$ cat src/rtl/mem_port_arbiter_if.sv
// Bus bundle for mem_port_arbiter: fetch port, data port, memory byte port and stalls.
// slave = arbiter side, master = pipeline/memory side.
interface mem_port_arbiter_if #(
  parameter int ADDR_W = 8,
  parameter int DATA_W = 32
);
  logic              if_req;
  logic [ADDR_W-1:0] if_addr;
  logic [DATA_W-1:0] if_rdata;
  logic              if_ready;
  logic              d_req;
  logic              d_rw;
  logic              d_size;
  logic [ADDR_W-1:0] d_addr;
  logic [DATA_W-1:0] d_wdata;
  logic [DATA_W-1:0] d_rdata;
  logic              d_ready;
  logic [ADDR_W-1:0] mem_addr;
  logic              mem_we;
  logic [7:0]        mem_wdata;
  logic [7:0]        mem_rdata;
  logic              stall_if;
  logic              stall_mem;

  modport slave (
    input  if_req, if_addr, d_req, d_rw, d_size, d_addr, d_wdata, mem_rdata,
    output if_rdata, if_ready, d_rdata, d_ready, mem_addr, mem_we, mem_wdata,
           stall_if, stall_mem
  );

  modport master (
    output if_req, if_addr, d_req, d_rw, d_size, d_addr, d_wdata, mem_rdata,
    input  if_rdata, if_ready, d_rdata, d_ready, mem_addr, mem_we, mem_wdata,
           stall_if, stall_mem
  );
endinterface

$ cat src/rtl/mem_port_arbiter.sv
// Fetch/data port arbiter onto a byte-wide memory; words move as 4 big-endian beats.
// Optional MEM_ARB_ALIGN_CHK_EN: misaligned data word accesses skip memory and return DEAD_BEEF.
module mem_port_arbiter #(
  parameter int ADDR_W = 8,
  parameter int DATA_W = 32
) (
  input logic              clk,
  input logic              reset,
  mem_port_arbiter_if.slave bus
);
  localparam logic [1:0] IDLE = 2'd0;
  localparam logic [1:0] XFER = 2'd1;
  localparam logic [1:0] RESP = 2'd2;
  localparam logic       FETCH = 1'b0;
  localparam logic       DATA  = 1'b1;

  logic [1:0]        state;
  logic [1:0]        beat;
  logic              last_grant;
  logic              port;
  logic              rw;
  logic              size;
  logic              misal;
  logic [ADDR_W-1:0] base;
  logic [DATA_W-1:0] wdata;
  logic [DATA_W-1:0] shift;
  logic              if_ready_q, d_ready_q;
  logic [DATA_W-1:0] if_rdata_q, d_rdata_q;

  logic       pick_d, grant, last_beat, chk_misal;
  logic [7:0] wbyte;

  // The ready cycle also blocks a grant so a requester still holding req
  // while it sees ready is not served a second time.
  assign grant     = ~(if_ready_q | d_ready_q) & (bus.if_req | bus.d_req);
  assign pick_d    = bus.d_req & (~bus.if_req | (last_grant == FETCH));
  assign last_beat = size ? (beat == 2'd0) : (beat == 2'd3);

`ifdef MEM_ARB_ALIGN_CHK_EN
  assign chk_misal = pick_d & ~bus.d_size & (bus.d_addr[1:0] != 2'b00);
`else
  assign chk_misal = 1'b0;
`endif

  always_comb begin
    wbyte = wdata[7:0];
    if (!size) begin
      case (beat)
        2'd0:    wbyte = wdata[31:24];
        2'd1:    wbyte = wdata[23:16];
        2'd2:    wbyte = wdata[15:8];
        default: wbyte = wdata[7:0];
      endcase
    end
  end

  assign bus.mem_addr  = (state == XFER) ? base + ADDR_W'(beat) : '0;
  assign bus.mem_we    = (state == XFER) & rw;
  assign bus.mem_wdata = ((state == XFER) & rw) ? wbyte : 8'h00;

  assign bus.if_ready  = if_ready_q;
  assign bus.d_ready   = d_ready_q;
  assign bus.if_rdata  = if_rdata_q;
  assign bus.d_rdata   = d_rdata_q;
  assign bus.stall_if  = bus.if_req & ~if_ready_q;
  assign bus.stall_mem = bus.d_req & ~d_ready_q;

  always_ff @(posedge clk or negedge reset) begin
    if (!reset) begin
      state      <= IDLE;
      beat       <= 2'd0;
      last_grant <= FETCH;
      port       <= FETCH;
      rw         <= 1'b0;
      size       <= 1'b0;
      misal      <= 1'b0;
      base       <= '0;
      wdata      <= '0;
      shift      <= '0;
      if_ready_q <= 1'b0;
      d_ready_q  <= 1'b0;
      if_rdata_q <= '0;
      d_rdata_q  <= '0;
    end else begin
      if_ready_q <= 1'b0;
      d_ready_q  <= 1'b0;
      case (state)
        IDLE: if (grant) begin
          port       <= pick_d ? DATA : FETCH;
          last_grant <= pick_d ? DATA : FETCH;
          base       <= pick_d ? bus.d_addr : bus.if_addr;
          rw         <= pick_d & bus.d_rw;
          size       <= pick_d & bus.d_size;
          wdata      <= bus.d_wdata;
          shift      <= '0;
          beat       <= 2'd0;
          misal      <= chk_misal;
          state      <= chk_misal ? RESP : XFER;
        end
        XFER: begin
          if (!rw) shift <= {shift[DATA_W-9:0], bus.mem_rdata};
          if (last_beat) state <= RESP;
          else           beat  <= beat + 2'd1;
        end
        RESP: begin
          state <= IDLE;
          if (port == DATA) begin
            d_ready_q <= 1'b1;
            d_rdata_q <= rw ? '0 : (misal ? 32'hDEAD_BEEF : shift);
          end else begin
            if_ready_q <= 1'b1;
            if_rdata_q <= shift;
          end
        end
        default: state <= IDLE;
      endcase
    end
  end
endmodule

$ cat src/flat_wrapper.sv
// flat-port wrapper written by rule: the top's interface ports become plain ports
module mem_port_arbiter_flat 
#(
  parameter int ADDR_W = 8,
  parameter int DATA_W = 32
)
  (clk, reset, bus_if_req, bus_if_addr, bus_d_req, bus_d_rw, bus_d_size, bus_d_addr, bus_d_wdata, bus_mem_rdata, bus_if_rdata, bus_if_ready, bus_d_rdata, bus_d_ready, bus_mem_addr, bus_mem_we, bus_mem_wdata, bus_stall_if, bus_stall_mem);
  mem_port_arbiter_if #(.ADDR_W(ADDR_W), .DATA_W(DATA_W)) bus_i ();
  input logic clk;
  input logic reset;
  input wire logic [$bits(bus_i.if_req)-1:0] bus_if_req;
  input wire logic [$bits(bus_i.if_addr)-1:0] bus_if_addr;
  input wire logic [$bits(bus_i.d_req)-1:0] bus_d_req;
  input wire logic [$bits(bus_i.d_rw)-1:0] bus_d_rw;
  input wire logic [$bits(bus_i.d_size)-1:0] bus_d_size;
  input wire logic [$bits(bus_i.d_addr)-1:0] bus_d_addr;
  input wire logic [$bits(bus_i.d_wdata)-1:0] bus_d_wdata;
  input wire logic [$bits(bus_i.mem_rdata)-1:0] bus_mem_rdata;
  output wire logic [$bits(bus_i.if_rdata)-1:0] bus_if_rdata;
  output wire logic [$bits(bus_i.if_ready)-1:0] bus_if_ready;
  output wire logic [$bits(bus_i.d_rdata)-1:0] bus_d_rdata;
  output wire logic [$bits(bus_i.d_ready)-1:0] bus_d_ready;
  output wire logic [$bits(bus_i.mem_addr)-1:0] bus_mem_addr;
  output wire logic [$bits(bus_i.mem_we)-1:0] bus_mem_we;
  output wire logic [$bits(bus_i.mem_wdata)-1:0] bus_mem_wdata;
  output wire logic [$bits(bus_i.stall_if)-1:0] bus_stall_if;
  output wire logic [$bits(bus_i.stall_mem)-1:0] bus_stall_mem;
  assign bus_i.if_req = bus_if_req;
  assign bus_i.if_addr = bus_if_addr;
  assign bus_i.d_req = bus_d_req;
  assign bus_i.d_rw = bus_d_rw;
  assign bus_i.d_size = bus_d_size;
  assign bus_i.d_addr = bus_d_addr;
  assign bus_i.d_wdata = bus_d_wdata;
  assign bus_i.mem_rdata = bus_mem_rdata;
  assign bus_if_rdata = bus_i.if_rdata;
  assign bus_if_ready = bus_i.if_ready;
  assign bus_d_rdata = bus_i.d_rdata;
  assign bus_d_ready = bus_i.d_ready;
  assign bus_mem_addr = bus_i.mem_addr;
  assign bus_mem_we = bus_i.mem_we;
  assign bus_mem_wdata = bus_i.mem_wdata;
  assign bus_stall_if = bus_i.stall_if;
  assign bus_stall_mem = bus_i.stall_mem;
  mem_port_arbiter #(.ADDR_W(ADDR_W), .DATA_W(DATA_W)) u_core (.clk(clk), .reset(reset), .bus(bus_i));
endmodule
$ cat config.mk
export PLATFORM = sky130hd
export DESIGN_NAME = mem_port_arbiter_flat
export DESIGN_NICKNAME = d
export VERILOG_FILES = /design/src/rtl/mem_port_arbiter_if.sv /design/src/rtl/mem_port_arbiter.sv /design/src/flat_wrapper.sv
export SDC_FILE = /design/constraint.sdc
export NUM_CORES = 1
export LEC_CHECK = 0
export CORE_UTILIZATION = 35
export DETAILED_ROUTE_END_ITERATION = 10
export GPL_TIMING_DRIVEN = 0
export HOLD_SLACK_MARGIN = 0.06
export PLACE_DENSITY_LB_ADDON = 0.12
export SYNTH_ARGS = -nofsm -noshare
export SYNTH_HDL_FRONTEND = slang
export SYNTH_SLANG_ARGS = --single-unit
export TNS_END_PERCENT = 20
$ cat constraint.sdc
create_clock -name clk -period 1.75 [get_ports clk]
set_input_delay 0.35 -clock clk [delete_from_list [all_inputs] [get_ports clk]]
set_output_delay 0.35 -clock clk [all_outputs]
set_load 0.01 [all_outputs]
==> flow_summary_export.csv, run 1 <==
group,metric,value,unit
outcome,status,"finished, violations left",
outcome,failed_checks,"negative setup slack",
die,core,0.0168,mm²
synth,synth_commonest_cells,"145 x dfrtp_1, 99 x nand2_1, 77 x mux2_2",
clocking,clockBufferDepth,2,
timing,timing.final.crit_share,1.33,
drt,num_vias,4584,
clocking,tritoncts,"yes",
synth,async_reset_ff_frac,1.00,
global_routing,overflow,0,
timing,timing.fmax,0.429,GHz
pwr,clkPwrFrac,0.204,
final_layout,regArea,0.00363,mm²
pwr,pwr-share-seq,0.339,
global_routing,grt_pass1_vias,4818,
timing,relSlewSlack,0.552,
worst_setup_path,reg2reg_depth,6,
final_layout,multi_input_area,0.00257,mm²
final_layout,drive_gt1_frac,0.287,
timing,hold_violations,0,
drt,drt_iter0_drc,259,
place,place_hpwl,11.1,mm
die,die_area,0.0180,mm²
place,io_buffers,146,
global_routing,grt_max_degree,76,
synth,yosysSeqAreaShare,0.593,
worst_setup_path,crit_type,"reg2out",
final_layout,fillers,1487,
global_routing,grt_pass1_wl,26.0,mm
timing,finalSetupViolCount,88,
die,die_w,134,µm
worst_setup_path,critPathLaunchType,"flip-flop",
pwr,cellInternalPower,0.0116,W
worst_hold_path,hp-class,"reg2reg",
worst_hold_path,min_path_cells,2,
synth,dominantRegCellSynth,"dfrtp_1",
synth,synth_edf_count,0,
pwr,irDropWorstVdd,848,µV
timing,grt_setup_unrepaired,"true",
clocking,path_clk_slew,0.06,ns
synth,synth_seq_cells,145,
worst_setup_path,worstPathArrival,1.98,ns
global_routing,antenna_found_initial,0,
job,maxCapViolCount,0,
drt,drcViolationCount,0,
timing,drv_slew,0,
pwr,finalPower,0.0177,W
synth,synth_top_cell_by_area,"dfrtp_1",
timing,tightest_slew,0.672,ns
timing,layout_min_cycle_time,2.33,ns
pwr,p_leak,3.96,nW
drt,viasPerCell,4.94,
drt,antenna_left,0,
timing,fin_ws,-0.583,ns
synth,syn_inst,508,
final_layout,areaGrowthSynthToFinish,47.2,%
place,gp_congestion,0.760,
die,start_util,0.364,
final_layout,fin_cells,928,
die,die_y,134,µm
clocking,cts-root-buf,"clkbuf_16",
clocking,cts_made_buffers,17,
synth,yosysMostFrequentCell,"dfrtp_1",
pwr,p_comb_frac,0.457,
drt,wl_per_cell,17.5,µm
die,io_pins,147,
global_routing,track_usage,0.188,
drt,dr.pass1.iters,5,
clocking,h-tree-depth,4,
final_layout,nets,764,
worst_setup_path,required,1.40,ns
synth,netlist_top_cells_area,"dfrtp_1 59%, mux2_2 14%, nand2_1 6.1%",
synth,syn_nets,577,
clocking,clock_latency,0.42,ns
synth,syn_avg_cell_area,12.1,µm²
synth,synth.distinct_cells,34,
synth,syn_area,0.00612,mm²
place,post-place-cells,875,
worst_setup_path,cp-end-kind,"output port",
worst_setup_path,path_max_fanout,6,
pwr,swShare,0.345,
clocking,numClockSinks,145,
final_layout,n_antenna_cell,0,
timing,skew,0.00947,ns
die,num_rows,47,
synth,synth_top_area_frac,0.593,
pwr,switching_power,0.00612,W
drt,wl,16.2,mm
pwr,power.density,1970,mW/mm²
synth,ys_warn_count,0,
## path summary, 6_finish.rpt
kind / startpoint / to / slack (ns)
max: u_core.beat[1] / bus_mem_addr[7] / -0.58
max reg2reg: u_core.state[0] / u_core.wdata[29] / -0.23
max in group asynchronous: reset / u_core.state[1] / 0.43
min: u_core.bus.d_rdata[26] / u_core.bus.d_rdata[26] / 0.48
min reg2reg: u_core.bus.d_rdata[26] / u_core.bus.d_rdata[26] / 0.48
min in group asynchronous: reset / u_core.wdata[0] / 0.51
## sequential cells by signal, indices dropped and copies added (netlist names), 2 cells and up
name                 count
u_core.bus.d_rdata      32
u_core.bus.if_rdata     32
u_core.shift            32
u_core.wdata            32
u_core.base              8
u_core.beat              2
u_core.state             2
## critical path, stage by stage (launching register included)
cell and delay, ns:
dfrtp_2 0.47, ha_4 0.30, a21oi_4 0.07, or4_4 0.42, a21oi_2 0.15, buf_2 0.15
## power groups by stage
| stage | logic (W) | registers [W] | clock network [W] |
|---|---|---|---|
| floorplan | 0.00366 | 0.00596 | 0 |
| global placement | 0.00666 | 0.00597 | 0 |
| detailed placement | 0.00679 | 0.00600 | 0 |
| CTS | 0.00780 | 0.00602 | 0.00368 |
| global route | 0.00879 | 0.00622 | 0.00385 |
| finish | 0.00810 | 0.00602 | 0.00362 |
## through the flow
stage | util | area (µm²) | setup WS (ns) | hold slack [ns] | setup TNS, ns
floorplan | - | 6150 | -0.0586 | 0.0544 | -0.920
global placement | 0.469 | 7890 | -5.50 | 0.465 | -825.29
detailed placement | 0.471 | 7920 | -0.781 | 0.410 | -32.16
CTS | 0.528 | 8880 | -0.605 | 0.460 | -17.31
global route | 0.536 | 9010 | -0.649 | 0.466 | -27.01
finish | 0.536 | 9010 | -0.583 | 0.475 | -18.13
## area by class of cell
class / count / area share
Sequential cell: 145 / 0.403
Clock inverter: 9 / 0.0117
Multi-Input combinational cell: 322 / 0.286
Tap cell: 220 / 0.0305
Buffer: 30 / 0.0248
Timing Repair Buffer: 171 / 0.187
Inverter: 8 / 0.00361
Clock buffer: 23 / 0.0541
## routing by layer
layer	part of all wire	GRT usage
met5	0	0
met4	0.013	0.0743
met3	0.071	0.0556
met2	0.47	0.289
met1	0.45	0.250
## cells in the final DEF, fill, tap and decap left out, types with 5 or more instances in the layout
| master | netlist | layout |
|---|---|---|
| clkbuf_2 | 0 | 5 |
| a211oi_1 | 8 | 6 |
| ha_4 | 0 | 5 |
| o2bb2ai_1 | 33 | 29 |
| buf_2 | 3 | 13 |
| nand2_1 | 99 | 98 |
| clkbuf_1 | 21 | 15 |
| dfrtp_1 | 145 | 142 |
| mux2i_1 | 5 | 5 |
| clkdlybuf4s50_1 | 0 | 122 |
| clkbuf_8 | 0 | 5 |
| mux2_2 | 77 | 48 |
| nor2_1 | 14 | 13 |
| clkbuf_16 | 0 | 17 |
| buf_6 | 7 | 13 |
| buf_4 | 0 | 15 |
| o21ai_0 | 41 | 39 |
| mux2_4 | 0 | 29 |
| a222oi_1 | 8 | 8 |
| buf_8 | 0 | 5 |
## kinds of logic (layout without fill, tap and decap cells)
group	Yosys count	count (layout)	synth area share
AOI/OAI and AO/OA	97	97	0.110
xor gates and xnor gates	2	2	0.00286
DFF	145	145	0.593
and+or+nand+nor	134	134	0.0948
adders and majority gates	7	7	0.0155
muxes	82	82	0.150
buffers and inverters	41	241	0.0343
## repair_timing
| item | in CTS | in global routing |
|---|---|---|
| pin swaps | 22 | 17 |
| gates resized for setup | 143 | 31 |
| buffers inserted | 16 | 6 |
| setup endpoints to repair | 132 | 139 |
| gates cloned | 2 | 0 |
| hold buffers | 1 | 0 |
| endpoints found under the hold margin | 70 | 0 |
Power figures use the tool's default switching activity.
==> inputs of run 2 (changes only) <==
Settings changed: CTS_CLUSTER_DIAMETER from default to 100, GPL_ROUTABILITY_DRIVEN from default to 1.
==> results of run 2 <==
Same layout as run 1: the final DEF is identical, and so are final timing and power.
